$ cat src/rtl/rsa_modexp_ctrl.sv
// Control sequencer for a Montgomery modular-exponentiation datapath:
// entry conversion, right-to-left exponent scan, exit conversion, one-cycle eoc.
module rsa_modexp_ctrl #(
  parameter int EXP_W      = 8,
  parameter int MMM_LAT    = 11,
  parameter int EARLY_EXIT = 0
) (
  input  logic             clk,
  input  logic             rstb,
  input  logic             en,
  input  logic             start,
  input  logic [EXP_W-1:0] exp_e,
  output logic             busy,
  output logic             rst_mmm,
  output logic             ld_a,
  output logic             ld_r,
  output logic             lock1,
  output logic             lock2,
  output logic [1:0]       sel1,
  output logic             sel2,
  output logic             eoc
);

  localparam int PH_W = $clog2(MMM_LAT + 1);
  localparam int BC_W = $clog2(EXP_W + 1);
  localparam logic [PH_W-1:0] PH_LAST = PH_W'(MMM_LAT);
  localparam logic [BC_W-1:0] BC_LAST = BC_W'(EXP_W - 1);

  typedef enum logic [2:0] {
    S_IDLE = 3'd0,
    S_PRE  = 3'd1,
    S_ITER = 3'd2,
    S_POST = 3'd3,
    S_DONE = 3'd4
  } state_t;

  state_t           state_q, state_d;
  logic [PH_W-1:0]  ph_q, ph_d;
  logic [BC_W-1:0]  bc_q, bc_d;
  logic [EXP_W-1:0] e_q, e_d;
  logic             ph_last_s;
  logic             iter_exit_s;

  assign ph_last_s   = (ph_q == PH_LAST);
  assign iter_exit_s = (bc_q == BC_LAST) ||
                       ((EARLY_EXIT != 0) && ((e_q >> 1) == '0));

  // State, phase, bit-counter and exponent register; en gates every update
  always_ff @(posedge clk or negedge rstb) begin
    if (!rstb) begin
      state_q <= S_IDLE;
      ph_q    <= '0;
      bc_q    <= '0;
      e_q     <= '0;
    end else if (en) begin
      state_q <= state_d;
      ph_q    <= ph_d;
      bc_q    <= bc_d;
      e_q     <= e_d;
    end else begin
      state_q <= state_q;
      ph_q    <= ph_q;
      bc_q    <= bc_q;
      e_q     <= e_q;
    end
  end

  // Next-state logic; ph clears on every state entry and ITER restart
  always_comb begin
    state_d = state_q;
    ph_d    = ph_q;
    bc_d    = bc_q;
    e_d     = e_q;
    case (state_q)
      S_IDLE: begin
        if (start) begin
          e_d     = exp_e;
          bc_d    = '0;
          ph_d    = '0;
          state_d = S_PRE;
        end else begin
          state_d = S_IDLE;
        end
      end
      S_PRE: begin
        if (ph_last_s) begin
          ph_d    = '0;
          state_d = ((EARLY_EXIT != 0) && (e_q == '0)) ? S_POST : S_ITER;
        end else begin
          ph_d = ph_q + PH_W'(1);
        end
      end
      S_ITER: begin
        if (ph_last_s) begin
          ph_d = '0;
          e_d  = e_q >> 1;
          bc_d = bc_q + BC_W'(1);
          if (iter_exit_s) begin
            state_d = S_POST;
          end else begin
            state_d = S_ITER;
          end
        end else begin
          ph_d = ph_q + PH_W'(1);
        end
      end
      S_POST: begin
        if (ph_last_s) begin
          ph_d    = '0;
          state_d = S_DONE;
        end else begin
          ph_d = ph_q + PH_W'(1);
        end
      end
      S_DONE: begin
        state_d = S_IDLE;
      end
      default: begin
        state_d = S_IDLE;
        ph_d    = '0;
        bc_d    = '0;
        e_d     = '0;
      end
    endcase
  end

  // Moore output decode of state, ph and e[0]
  always_comb begin
    busy    = 1'b0;
    rst_mmm = 1'b0;
    ld_a    = 1'b0;
    ld_r    = 1'b0;
    lock1   = 1'b1;
    lock2   = 1'b1;
    sel1    = 2'b00;
    sel2    = 1'b0;
    eoc     = 1'b0;
    case (state_q)
      S_IDLE: begin
        busy = 1'b0;
      end
      S_PRE: begin
        busy    = 1'b1;
        rst_mmm = 1'b1;
        ld_a    = (ph_q == '0);
        ld_r    = ph_last_s;
      end
      S_ITER: begin
        busy    = 1'b1;
        rst_mmm = 1'b1;
        ld_a    = (ph_q == '0);
        ld_r    = ph_last_s;
        lock1   = e_q[0];
        sel1    = 2'b01;
        sel2    = 1'b1;
      end
      S_POST: begin
        busy    = 1'b1;
        rst_mmm = 1'b1;
        ld_a    = (ph_q == '0);
        ld_r    = ph_last_s;
        lock2   = 1'b0;
        sel1    = 2'b10;
        sel2    = 1'b1;
      end
      S_DONE: begin
        busy    = 1'b1;
        rst_mmm = 1'b1;
        lock2   = 1'b0;
        sel1    = 2'b10;
        sel2    = 1'b1;
        eoc     = 1'b1;
      end
      default: begin
        busy = 1'b0;
      end
    endcase
  end

endmodule

$ cat config.mk
export PLATFORM = sky130hd
export DESIGN_NAME = rsa_modexp_ctrl
export DESIGN_NICKNAME = d
export VERILOG_FILES = /design/src/rtl/rsa_modexp_ctrl.sv
export SDC_FILE = /design/constraint.sdc
export NUM_CORES = 1
export LEC_CHECK = 0
export CAP_MARGIN = 20
export CORE_UTILIZATION = 51
export CTS_BUF_LIST = sky130_fd_sc_hd__clkbuf_16
export DETAILED_ROUTE_END_ITERATION = 10
export PLACE_DENSITY = 0.78
export SKIP_LAST_GASP = 1
export SLEW_MARGIN = 5
export SYNTH_ARGS = -nofsm -noshare
export SYNTH_HDL_FRONTEND = slang
export SYNTH_SLANG_ARGS = --single-unit
$ cat constraint.sdc
create_clock -name clk -period 2.45 [get_ports clk]
set_clock_uncertainty 0.2 [all_clocks]
set_input_delay 0.3675 -clock clk [delete_from_list [all_inputs] [get_ports clk]]
set_output_delay 0.3675 -clock clk [all_outputs]
set_load 0.005 [all_outputs]
==> metrics.md <==
| Metric | Value |
|---|---|
| Status | `completed` |
| Comb power frac | `45.7%` |
| Top Ports | `22` |
| Distinct cells, synth | `40` |
| Vias | `905` |
| Routed len/inst | `14.4 um` |
| Area of the die | `0.00249 mm^2` |
| Largest family of logic cells by synthesized area | `simple AND/OR/NAND/NOR gates` |
| Finished Core Util | `72.3%` |
| Crit path launch | `ph_q[0]` |
| Worst path max stage delay | `0.54 ns` |
| Fin. Hold Viols | `0` |
| Worst setup EP type | `output port` |
| Syn nets | `130` |
| Worst r2r src | `state_q[0]` |
| Critical Path Start Type | `register` |
| Row cnt | `16` |
| DRT antenna net count | `0` |
| Clock Latency Late Sink | `0.25 ns` |
| FF-to-FF End | `bc_q[2]` |
| H-tree depth | `1` |
| R2R cell count | `5` |
| Family with the most delay on the worst path | `buffers and inverters` |
| Area grow syn2layout | `27.2%` |
| Die W | `49.9 um` |
| PwrDens | `1060 mW/mm^2` |
| Layout net count | `154` |
| Non-Filler Instances | `165` |
| Synth Flop Type | `dfrtp_1` |
| Post-Synthesis Cells | `115` |
| Period minus WS final | `2.31 ns` |
| Vias per cell | `5.48` |
| CP Max Fanout | `5` |
| CTS tree | `done` |
| Global-route wire length before repair | `4330 um` |
| Total track usage | `22.9%` |
| Adder-Cell Fraction of Synth Area | `3.20%` |
| Power, Total | `1.58 mW` |
| Max-slew violation count | `0` |
| Synthesized area per cell | `10.2 um^2` |
| Worst EP required | `1.88 ns` |
| CTS Sinks | `19` |
| Post-DP HPWL | `1800 um` |
| Sequential share of power | `33.7%` |
| Hold Slack | `0.256 ns` |
| Cell area after synthesis | `0.00117 mm^2` |
| Worst relative slew slack | `45.5%` |
| Antenna diode count | `0` |
| Critical path class | `reg2out` |
| Clk network pwr share | `20.6%` |
| Post-synth EDFFs | `0` |
| Hold WC Path Type | `in2async` |
| CTS Buffer Depth | `2` |
| Slowest-stage cell, CP | `clkdlybuf4s50_1` |
| CORE AREA | `0.00206 mm^2` |
| Number of cells on the critical path | `4` |
| Clock Tree Root | `clkbuf_16` |
| Area after DPL | `0.00140 mm^2` |
| Pre-antenna DRT Iters | `4` |
| Sw Pwr | `0.547 mW` |
| Number of global-route vias before repair | `975` |
| Worst VDD drop | `0.000588 V` |
| Simple-Gate Fraction of Synth Area | `24.7%` |
| Leak | `0.697 nW` |
| DRC violations left | `0` |
| Initial antenna violation count | `0` |
| Max Freq | `0.432 GHz` |
| Hold Buf Count CTS | `0` |
| First DRT Iteration DRCs | `21` |
| FF+latch count, synth | `19` |
| Global placement routability congestion | `0.859` |
| Async SR Flop Fraction | `100%` |
| Switching fraction of total power | `34.5%` |
| Placed insts | `161` |
| Arrival time worst endpoint | `1.75 ns` |
| Yosys warns | `0` |
| Port bufs | `21` |
| Post-Synth XOR/XNOR Area | `0.747%` |
| Final Setup Violations | `0` |
| Worst setup endpoint | `ld_r` |
| Compound-cell area share of the yosys netlist | `10.0%` |
| Final instance area | `0.00149 mm^2` |
| Buffers and inverters on the worst path | `1` |
| Post-route worst setup slack | `0.135 ns` |
| RSZ-0062 raised after global routing | `no` |
| FF-to-FF setup slack | `0.52 ns` |
| Pint | `1.04 mW` |
| Seq/Total Area, Yosys | `40.6%` |
| Starting density of the core | `56.9%` |
| Max-Cap Viols | `0` |
| Setup TNS | `0 ns` |
| CTS Buf Count | `3` |
| Drt total wl | `2380 um` |
| Post-synthesis mux area share | `14.5%` |
| Layout cell share with drive strength beyond 1 | `21.0%` |
| Worst path cell trace | `ha_2 > nand3b_4 > nor3_1 > clkdlybuf4s50_1` |
| Worst-Margin Slew | `0.810 ns` |
| Grt ovf | `0` |
| Setup WS pre-CTS | `0.198 ns` |
| Pin count of the biggest net entering global routing | `20` |
| Final Cycle Share | `94.5%` |
| Reg clk slew, reported paths | `0.05 ns` |
| Die Height | `49.9 um` |
-- cell usage in the layout (no fill, tap or decap), types with 3 or more instances in the layout --
cell	Yosys	routed
clkdlybuf4s50_1	0	21
dfrtp_1	19	18
nor2_1	11	11
nand2_1	9	9
mux2_2	8	8
mux2i_1	8	8
inv_1	6	6
buf_4	2	5
a21oi_1	4	4
nand3_1	4	4
clkbuf_16	0	3
-- power groups by stage --
stage	Clock [mW]	Sequential, mW	Combinational, mW
CTS	0.332	0.529	0.730
finish	0.326	0.535	0.725
global route	0.343	0.550	0.803
global placement	0	0.526	0.702
detailed placement	0	0.532	0.725
floorplan	0	0.484	0.538
-- registers in the layout, indices dropped and copies added, names as in the netlist --
name,count
state_q,3
bc_q,4
ph_q,4
e_q,8
-- Yosys cell counts (all sizes together) (2+ instances only) --
library cell,instances,area [um^2]
a21o,2,15.0
a21oi,4,20.0
mux2i,8,80.1
or2,2,12.5
nand2,10,45.0
mux2,8,90.1
nand2b,2,15.0
and3,2,12.5
nor3,3,15.0
inv,6,22.5
ha,3,37.5
o31ai,2,15.0
buf,6,47.5
o21ai,2,10.0
nor2b,3,21.3
nand3,4,20.0
nand4,3,33.8
nor2,11,41.3
nor3b,2,20.0
dfrtp,19,475
-- logic make-up (layout without fill, tap and decap cells) --
| family | after synthesis | count (layout) |
|---|---|---|
| AND/OR/NAND/NOR | 47 | 47 |
| flip-flops | 19 | 19 |
| AO/OA/AOI/OAI | 16 | 16 |
| multiplexers | 16 | 16 |
| buffers and inverters | 13 | 36 |
| adder cells (fa/ha/maj) | 3 | 3 |
| XOR/XNOR | 1 | 1 |
-- per-layer routing --
metal / wire length, um / track usage [%] / part of all wire, %
met1: 1160 / 29.3 / 49
met5: 0 / 0 / 0
met2: 1180 / 41.2 / 49
met3: 39 / 2.78 / 1.6
met4: 8 / 4.29 / 0.34
-- how the worst min path moves through the flow --
stage | start | end | slack, ns | depth (start not counted)
2_1_floorplan | rstb | bc_q[0] | -0.13 | 0
3_3_place_gp | e_q[0] | e_q[0] | 0.28 | 1
3_5_place_dp | e_q[0] | e_q[0] | 0.29 | 1
4_1_cts | rstb | bc_q[1] | 0.27 | 2
5_1_grt | rstb | ph_q[3] | 0.30 | 2
6_report | rstb | bc_q[1] | 0.26 | 2
-- final cells by class --
class | count | area [um^2]
fillers | 150 | 571
repair buffers | 26 | 248
well taps | 27 | 33.8
multi-input cells | 83 | 631
clock inverters | 1 | 5.00
inverters | 6 | 22.5
flip-flops and latches | 19 | 477
clock buffers | 3 | 75.1
-- what timing repair did --
action | CTS | global route
endpoints found under the setup margin | 2 | 2
setup buffers | 0 | 0
hold endpoints to repair | 0 | 0
resized for setup | 1 | 2
Power figures use the tool's default switching activity.
